`src/rtl/ecs_scheduler_if.sv`:
```
// Scheduler bus: header/component chunk sources in, grants and merged chunk out.
// The master side is the scheduler; the slave side is the sources and the packer.
interface ecs_scheduler_if #(parameter int XW = 8);
  logic                 start;
  logic [XW-1:0]        h_mcu;
  logic                 hdr_req;
  logic                 hdr_done;
  logic [5:0]           hdr_elen;
  logic [31:0]          hdr_edata;
  logic [2:0][5:0]      ce_elen;
  logic [2:0][31:0]     ce_edata;
  logic [2:0]           ce_done;
  logic [2:0]           ereq;
  logic [XW-1:0]        e_x_mcu;
  logic [5:0]           elen;
  logic [31:0]          edata;
  logic                 busy;
  logic                 row_done;
  logic                 err;

  modport master (
    input  start, h_mcu, hdr_req, hdr_done, hdr_elen, hdr_edata,
           ce_elen, ce_edata, ce_done,
    output ereq, e_x_mcu, elen, edata, busy, row_done, err
  );

  modport slave (
    output start, h_mcu, hdr_req, hdr_done, hdr_elen, hdr_edata,
           ce_elen, ce_edata, ce_done,
    input  ereq, e_x_mcu, elen, edata, busy, row_done, err
  );
endinterface

```
`src/rtl/ecs_scheduler.sv`:
```
// Grants header or Y/Cb/Cr encoders in turn per MCU and merges their chunks; output is 1 cycle late.
// No backpressure: sources advance on their own done; a watchdog forces progress on a stuck component.
module ecs_scheduler #(
  parameter int XW      = 8,
  parameter int GAP_CYC = 8,
  parameter int WDOG    = 63
) (
  input  logic               clk,
  input  logic               rst_n,
  ecs_scheduler_if.master    bus
);

  typedef enum logic [2:0] {IDLE, HDR, Y, CB, CR, GAP} state_t;

  localparam logic [15:0] WD_LAST  = 16'(WDOG - 1);
  localparam logic [15:0] GAP_LAST = 16'(GAP_CYC - 1);

  state_t        state, state_nxt;
  logic [XW-1:0] x_max, x_max_nxt;
  logic [XW-1:0] x_cur, x_cur_nxt;
  logic [XW-1:0] x_inc;
  logic [15:0]   cnt, cnt_nxt;
  logic          row_done_q, row_done_nxt;
  logic          err_q, err_nxt;
  logic [5:0]    elen_q, sel_elen;
  logic [31:0]   edata_q, sel_data;
  logic [2:0]    grant;
  logic [1:0]    idx;
  logic          timeout;

  assign x_inc   = x_cur + 1'b1;
  assign timeout = (cnt == WD_LAST);

  always_comb begin
    idx = 2'd0;
    if (state == CB) idx = 2'd1;
    else if (state == CR) idx = 2'd2;
  end

  always_comb begin
    state_nxt    = state;
    x_max_nxt    = x_max;
    x_cur_nxt    = x_cur;
    cnt_nxt      = cnt + 16'd1;
    row_done_nxt = 1'b0;
    err_nxt      = err_q;
    grant        = 3'b000;
    sel_elen     = 6'd0;
    sel_data     = 32'd0;

    case (state)
      IDLE: begin
        cnt_nxt = 16'd0;
        if (bus.hdr_req) begin
          state_nxt = HDR;
        end else if (bus.start) begin
          if (bus.h_mcu == '0) begin
            row_done_nxt = 1'b1;
          end else begin
            x_max_nxt = bus.h_mcu;
            x_cur_nxt = '0;
            state_nxt = Y;
          end
        end
      end
      HDR: begin
        cnt_nxt  = 16'd0;
        sel_elen = bus.hdr_elen;
        sel_data = bus.hdr_edata;
        if (bus.hdr_done) state_nxt = IDLE;
      end
      Y, CB, CR: begin
        grant[idx] = 1'b1;
        sel_elen   = bus.ce_elen[idx];
        sel_data   = bus.ce_edata[idx];
        // A stuck encoder is treated as done so the row still completes.
        if (bus.ce_done[idx] || timeout) begin
          cnt_nxt = 16'd0;
          if (!bus.ce_done[idx]) err_nxt = 1'b1;
          case (state)
            Y:       state_nxt = CB;
            CB:      state_nxt = CR;
            default: begin
              if (x_inc == x_max) begin
                state_nxt = GAP;
              end else begin
                x_cur_nxt = x_inc;
                state_nxt = Y;
              end
            end
          endcase
        end
      end
      GAP: begin
        if (cnt == GAP_LAST) begin
          cnt_nxt      = 16'd0;
          row_done_nxt = 1'b1;
          state_nxt    = IDLE;
        end
      end
      default: state_nxt = IDLE;
    endcase

    if (bus.start && (state != IDLE || bus.hdr_req)) err_nxt = 1'b1;
    for (int i = 0; i < 3; i++) begin
      if (!grant[i] && (bus.ce_elen[i] != 6'd0 || bus.ce_done[i])) err_nxt = 1'b1;
    end
    if (state != HDR && (bus.hdr_elen != 6'd0 || bus.hdr_done)) err_nxt = 1'b1;
  end

  always_ff @(posedge clk or negedge rst_n) begin
    if (!rst_n) begin
      state      <= IDLE;
      x_max      <= '0;
      x_cur      <= '0;
      cnt        <= 16'd0;
      row_done_q <= 1'b0;
      err_q      <= 1'b0;
      elen_q     <= 6'd0;
      edata_q    <= 32'd0;
    end else begin
      state      <= state_nxt;
      x_max      <= x_max_nxt;
      x_cur      <= x_cur_nxt;
      cnt        <= cnt_nxt;
      row_done_q <= row_done_nxt;
      err_q      <= err_nxt;
      elen_q     <= sel_elen;
      edata_q    <= (sel_elen == 6'd0) ? 32'd0 : sel_data;
    end
  end

  assign bus.ereq     = grant;
  assign bus.e_x_mcu  = x_cur;
  assign bus.elen     = elen_q;
  assign bus.edata    = edata_q;
  assign bus.busy     = (state == Y) || (state == CB) || (state == CR) || (state == GAP);
  assign bus.row_done = row_done_q;
  assign bus.err      = err_q;

endmodule

```
`src/flat_wrapper.sv`:
```
// flat-port wrapper written by rule: the top's interface ports become plain ports
module ecs_scheduler_flat 
#(
  parameter int XW      = 8,
  parameter int GAP_CYC = 8,
  parameter int WDOG    = 63
)
  (clk, rst_n, bus_start, bus_h_mcu, bus_hdr_req, bus_hdr_done, bus_hdr_elen, bus_hdr_edata, bus_ce_elen, bus_ce_edata, bus_ce_done, bus_ereq, bus_e_x_mcu, bus_elen, bus_edata, bus_busy, bus_row_done, bus_err);
  ecs_scheduler_if #(.XW(XW)) bus_i ();
  input  logic clk;
  input  logic rst_n;
  input wire logic [$bits(bus_i.start)-1:0] bus_start;
  input wire logic [$bits(bus_i.h_mcu)-1:0] bus_h_mcu;
  input wire logic [$bits(bus_i.hdr_req)-1:0] bus_hdr_req;
  input wire logic [$bits(bus_i.hdr_done)-1:0] bus_hdr_done;
  input wire logic [$bits(bus_i.hdr_elen)-1:0] bus_hdr_elen;
  input wire logic [$bits(bus_i.hdr_edata)-1:0] bus_hdr_edata;
  input wire logic [$bits(bus_i.ce_elen)-1:0] bus_ce_elen;
  input wire logic [$bits(bus_i.ce_edata)-1:0] bus_ce_edata;
  input wire logic [$bits(bus_i.ce_done)-1:0] bus_ce_done;
  output wire logic [$bits(bus_i.ereq)-1:0] bus_ereq;
  output wire logic [$bits(bus_i.e_x_mcu)-1:0] bus_e_x_mcu;
  output wire logic [$bits(bus_i.elen)-1:0] bus_elen;
  output wire logic [$bits(bus_i.edata)-1:0] bus_edata;
  output wire logic [$bits(bus_i.busy)-1:0] bus_busy;
  output wire logic [$bits(bus_i.row_done)-1:0] bus_row_done;
  output wire logic [$bits(bus_i.err)-1:0] bus_err;
  assign bus_i.start = bus_start;
  assign bus_i.h_mcu = bus_h_mcu;
  assign bus_i.hdr_req = bus_hdr_req;
  assign bus_i.hdr_done = bus_hdr_done;
  assign bus_i.hdr_elen = bus_hdr_elen;
  assign bus_i.hdr_edata = bus_hdr_edata;
  assign bus_i.ce_elen = bus_ce_elen;
  assign bus_i.ce_edata = bus_ce_edata;
  assign bus_i.ce_done = bus_ce_done;
  assign bus_ereq = bus_i.ereq;
  assign bus_e_x_mcu = bus_i.e_x_mcu;
  assign bus_elen = bus_i.elen;
  assign bus_edata = bus_i.edata;
  assign bus_busy = bus_i.busy;
  assign bus_row_done = bus_i.row_done;
  assign bus_err = bus_i.err;
  ecs_scheduler #(.XW(XW), .GAP_CYC(GAP_CYC), .WDOG(WDOG)) u_core (.clk(clk), .rst_n(rst_n), .bus(bus_i));
endmodule
```
`config.mk`:
```
export PLATFORM = sky130hd
export DESIGN_NAME = ecs_scheduler_flat
export DESIGN_NICKNAME = d
export VERILOG_FILES = /design/src/rtl/ecs_scheduler_if.sv /design/src/rtl/ecs_scheduler.sv /design/src/flat_wrapper.sv
export SDC_FILE = /design/constraint.sdc
export NUM_CORES = 1
export LEC_CHECK = 0
export CORE_ASPECT_RATIO = 2
export CORE_MARGIN = 1.5
export CORE_UTILIZATION = 30
export CTS_BUF_LIST = sky130_fd_sc_hd__clkbuf_4 sky130_fd_sc_hd__clkbuf_8
export DETAILED_ROUTE_END_ITERATION = 12
export HOLD_SLACK_MARGIN = 0.15
export PLACE_DENSITY = 0.65
export SKIP_CTS_REPAIR_TIMING = 1
export SLEW_MARGIN = 5
export SYNTH_ARGS = -nofsm -noshare
export SYNTH_HDL_FRONTEND = slang
export SYNTH_SLANG_ARGS = --single-unit
export TNS_END_PERCENT = 50
```
`constraint.sdc`:
```
create_clock -name clk -period 3.1 [get_ports clk]
set_input_delay 0.465 -clock clk [delete_from_list [all_inputs] [get_ports clk]]
set_output_delay 0.465 -clock clk [all_outputs]
set_load 0.03 [all_outputs]
```
---- Word level (Yosys, flattened, before mapping) ----
Cells that the tools add are included.
storage, ports and cells
  register bits ........................... 75
  output and inout port bits .............. 52
  logic and storage cells ................. 116
operators by class
  add/sub/neg operators ................... 2
  $lt $le $gt $ge ......................... 2
  equality and inequality tests ........... 20
  multiplexer cells ....................... 46
  bitwise gates (word level) .............. 2
  reductions and logical operators ........ 36
operator list
  cell                   number
  $bmux 32 s2            1
  $mux 32                2
  $pmux 32 s2            1
  $mux 8                 6
  $pmux 16 s3            1
  $reduce_bool 6->1      6
  $mux 16                2
  $mux 3                 8
  $add 16x1->16 const B  1
  $eq 16x3->1 const B    1
  $eq 16x6->1 const B    1
  $pmux 8 s2             1
  $mux 1                 14
  $bmux 6 s2             1
  $ne 2x2->1 const B     6
  $pmux 3 s4             1
  $pmux 6 s2             1
  $logic_or 1x1->1       9
  $add 8x1->8 const B    1
  $eq 8x8->1             1
  $logic_not 8->1        1
  $reduce_and 7->1       1
  $eq 3x2->1 const B     2
  $eq 3x3->1 const B     2
  other kinds (25)       37

---- Logic depth before layout (Yosys ltp) ----
  depth in word-level cells ............... 14
  mapped depth ............................ 9

---- Worst setup path before layout ----
OpenSTA, ideal clock, no wires.
  kind .................................... flip-flop to flip-flop
  start ................................... register u_core.x_cur[0] (netlist: u_core.bus.e_x_mcu[0])
  end ..................................... register u_core.x_cur[2] (netlist: u_core.bus.e_x_mcu[2])
  arrival ................................. 2.560 ns
  data required time ...................... 2.974 ns
  slack ................................... 0.414 ns
  stages on the path, launching flop included .. 9
  path buffers ............................ 1
  period minus slack after synthesis ...... 2.686 ns
  cell sequence ........................... dfrtp_1 -> ha_1 -> nand3_1 -> or3_4 -> a2111oi_4 -> nand4_2 -> and3_1 -> buf_6 -> a311o_1
between the ends
  cells in the longest elaborated chain, start to end .. 5
  elaborated cells between the ends (all ways) .. 8
RTL lines
  what                                                line                  text
  from (decl)                                         ecs_scheduler.sv:20   logic [XW-1:0] x_cur, x_cur_nxt;
  from (signal assigned)                              ecs_scheduler.sv:124  x_cur <= x_cur_nxt;
  $add 8x1->8 (*)                                     ecs_scheduler.sv:31   assign x_inc = x_cur + 1'b1;
  branches (longest 4 deep; another with $eq 8x8->1)  n/a
Every way passes the cells marked *. The select of a mux whose other input is x is not followed.
A chain may end at the register's enable or synchronous reset.

---- Worst setup path after layout ----
  start ................................... register u_core.state[2]
  end ..................................... output port bus_ereq[2]
between the ends
  cells in the longest elaborated chain, start to end .. 8
  elaborated cells between the ends (all ways) .. 12
RTL lines
  what                                                                   line                                      text
  from (decl)                                                            ecs_scheduler.sv:18                       state_t state, state_nxt;
  from (signal assigned)                                                 ecs_scheduler.sv:122                      state <= state_nxt;
  $eq 3x3->1                                                             ecs_scheduler.sv:37, ecs_scheduler.sv:51
  $mux 2                                                                 ecs_scheduler.sv:37                       else if (state == CR) idx = 2'd2;
  $mux 2                                                                 ecs_scheduler.sv:36                       if (state == CB) idx = 2'd1;
  $lt 2x3->1 (not written as such) / $ge 2x1->1 (equally long branches)  ecs_scheduler.sv:73                       grant[idx] = 1'b1;
  $logic_and 1x1->1 (not written as such)                                ecs_scheduler.sv:73
  $mux 1 (not written as such)                                           ecs_scheduler.sv:73
  $demux 1 s2                                                            n/a
  $mux 3 (*)                                                             ecs_scheduler.sv:51                       case (state)
  to (decl)                                                              flat_wrapper.sv:21                        output wire logic [$bits(bus_i.ereq)-1:0] bus_ereq;
Every way passes the cells marked *; elsewhere a longest branch is shown, timed or not.

==> flow_summary.toml <==
[status]
status = "finished clean"

[detailed_routing]
dr_total_vias = 4436
drt_iter0_drc = 302
ant_nets = 0
wl_per_cell_um = 18.32
viasPerCell = 5.357
drcViolationCount = 0
firstDrtPassIters = 9
wl_um = 15170

[critical_path]
r2r_slack_ns = 0.36
rr_worst_depth = 8
worstReg2RegEnd = "u_core.bus.e_x_mcu[3]$_DFFE_PN0P_"
critPathCaptureType = "output pin"
setup.worst_path.end = "bus_ereq[2]"
critPathMaxFanout = 14
required_ns = 2.63
cp-start-kind = "flip-flop"
path_class = "flip-flop to output pin"
startpoint = "u_core.state[2]$_DFFE_PN0P_"
cp.arrival_ns = 2.50
reg2reg_from = "u_core.bus.e_x_mcu[0]$_DFFE_PN0P_"

[final_layout]
fin_nets = 809
final_cell_area_um2 = 6869
antenna_cells = 0
regArea_um2 = 1877
drive_above_1_share_pct = 8.764
syn_to_final_growth_pct = 60.86
fin_cells = 828
multi_input_area_um2 = 2241
layout.cells.most_common_list = "clkdlybuf4s50_1 (218), dfrtp_1 (75), nor2_1 (65)"
fillers = 1316
final_common_cell = "clkdlybuf4s50_1"

[placement]
place_area_um2 = 6664
hpwl_um = 12010
gp_congestion = 0.8534
dp.cells = 813
io_buffers = 219

[sta]
min_period_ns = 2.961
fin_tns_setup_ns = 0
finalHoldViolCount = 0
rsz0062_at_grt = "no"
slew_headroom_pct = 34.86
worst_slew_pin_slew_ns = 0.9772
clock-skew-final_ns = 0.009115
timing.fmax_mhz = 337.8
drv_slew = 0
fin_crit_sh_pct = 95.50
setup-violations-final = 0

[floorplanning]
die-area_um2 = 15000
initial_core_util_pct = 30.74
io_pins = 220
core_area_um2 = 13890
die_h_um = 171.7
die_w_um = 87.37
rows = 61

[global_route]
grt_pass1_wl_um = 22960
grt_pass1_vias = 4527
grtUsageTotal_pct = 20.04
globalRoute.totalOverflow = 0
antenna_found_initial = 0
grt_start_max_net_pins = 76

[clock_tree]
clk_pin_slew_ns = 0.08
htree_num_levels = 3
cts_tree = "built"
numClockSinks = 75
root_buffer = "clkbuf_8"
cts_made_buffers = 9
cts.path.max_buffers = 2
clk_latency_ns = 0.35

[yosys]
synth-main-ff-cell = "dfrtp_1"
synth_nets = 598
yosys_warnings = 0
synth_area_um2 = 4270
synthArstFlopShare_pct = 100.0
avgSynthCellArea_um2 = 10.07
ys_seq_area_share_pct = 43.95
synth_edf_count = 0
synth-seq-cells = 75
synthCells = 424
synth_cell_type_count = 60

[power_and_ir_drop]
power.switching_uw = 2492
vdd_drop_max_mv = 0.3645
leakage_uw = 0.002756
pwr_density_cell_nw_per_um2 = 827.2
clock_power_share_pct = 13.8
p_int_uw = 3190
pwr-share-comb_pct = 59.2
power.total_uw = 5682
swShare_pct = 43.85
seqPwrFrac_pct = 27.0

[worst_hold_path]
worst_hold_path_type = "input port to asynchronous set/reset pin"

[run]
cap_viol_max_count = 0
## state kept, by name (all words and copies together) (netlist names)
signal               flops
u_core.bus.e_x_mcu       8
u_core.bus.edata        32
u_core.bus.elen          6
u_core.bus.err           1
u_core.bus.row_done      1
u_core.cnt              16
u_core.state             3
u_core.x_max             8
## critical path, stage by stage (launching register included)
cell and delay, ns:
dfrtp_1 0.67, nor3b_1 0.66, clkdlybuf4s50_1 0.80
## power groups by stage
stage	combinational (µW)	sequential (µW)	clock, µW
after floorplan	1730	1910	0
after global placement	3330	1540	0
after detailed placement	3370	1550	0
after CTS	3380	1530	806
after global routing	3590	1570	837
final	3360	1530	786
## routing by layer
layer | global-route usage (%) | part of all wire, % | vias to the layer above
li1 | - | - | 2070
met1 | 20.10 | 34 | 2145
met2 | 37.93 | 56 | 188
met3 | 3.791 | 5.5 | 33
met4 | 10.14 | 3.9 | 0
met5 | 0 | 0 | -
## logic make-up (layout without fill, tap and decap cells)
kind of cell               count (synthesis)  in the layout  synth area share (%)
buffers and inverters                     38            253                 4.131
and+or+nand+nor                          150            150                 18.25
xor gates and xnor gates                  25             25                 5.127
muxes                                     14             14                 3.516
adders and majority gates                  6              6                 1.758
DFF                                       75             75                 43.95
AOI/OAI and AO/OA                        116            116                 23.26
## worst min path at each step
stage | to | slack (ns)
6_report | u_core.bus.edata[22]$_DFF_PN0_ | 0.25
3_5_place_dp | u_core.cnt[0]$_DFF_PN0_ | 0.48
4_1_cts | u_core.bus.edata[21]$_DFF_PN0_ | 0.30
3_3_place_gp | u_core.cnt[0]$_DFF_PN0_ | 0.47
2_1_floorplan | u_core.bus.e_x_mcu[0]$_DFFE_PN0P_ | 0.17
5_1_grt | u_core.bus.edata[24]$_DFF_PN0_ | 0.32
## layout make-up
| cell class | count | area share (%) |
|---|---|---|
| clock buffers | 12 | 2.313 |
| clock inverters | 3 | 0.6740 |
| inverters | 6 | 0.3279 |
| multi-input cells | 311 | 32.62 |
| flip-flops and latches | 75 | 27.32 |
| well taps | 189 | 3.443 |
| repair buffers | 232 | 33.30 |
## cells in the mapped netlist, types with 2 or more instances
library cell / number / area, µm²
and3_2: 2 / 15.01
a222oi_1: 32 / 320.3
mux2i_1: 6 / 60.06
xnor2_1: 13 / 113.9
a211o_1: 3 / 26.28
a22o_1: 33 / 289.0
nand4_1: 6 / 37.54
buf_2: 7 / 35.03
xor2_1: 12 / 105.1
nor2b_1: 3 / 18.77
or2_1: 2 / 12.51
and4_2: 2 / 20.02
and2_1: 2 / 12.51
a221o_1: 2 / 20.02
a211oi_1: 2 / 15.01
buf_6: 2 / 22.52
nor2_1: 66 / 247.7
nand2_1: 19 / 71.32
nor3_1: 8 / 40.04
ha_1: 6 / 75.07
nand3_1: 9 / 45.04
o21ai_0: 4 / 20.02
nor3b_1: 2 / 15.01
mux2_2: 8 / 90.09
o21ai_1: 2 / 10.01
a41oi_1: 2 / 17.52
nor4_1: 8 / 50.05
or4_1: 6 / 45.04
nor4b_1: 2 / 17.52
a2111oi_0: 2 / 17.52
clkbuf_1: 20 / 75.07
a22oi_1: 7 / 52.55
buf_1: 2 / 7.510
dfrtp_1: 75 / 1877
and3_1: 2 / 12.51
o22ai_1: 9 / 56.30
inv_1: 5 / 18.77
a21oi_1: 8 / 40.04
a32o_1: 2 / 20.02
## stage by stage
stage / setup WS (ns) / util [%] / hold WS [ns]
3_3_place_gp: 0.3607 / 47.97 / 0.4700
6_report: 0.1394 / 49.45 / 0.2491
4_1_cts: 0.1525 / 49.45 / 0.2985
5_1_grt: 0.03494 / 49.45 / 0.3227
3_5_place_dp: 0.3267 / 47.97 / 0.4830
2_1_floorplan: 0.4141 / - / 0.1694
Power figures use the tool's default switching activity.
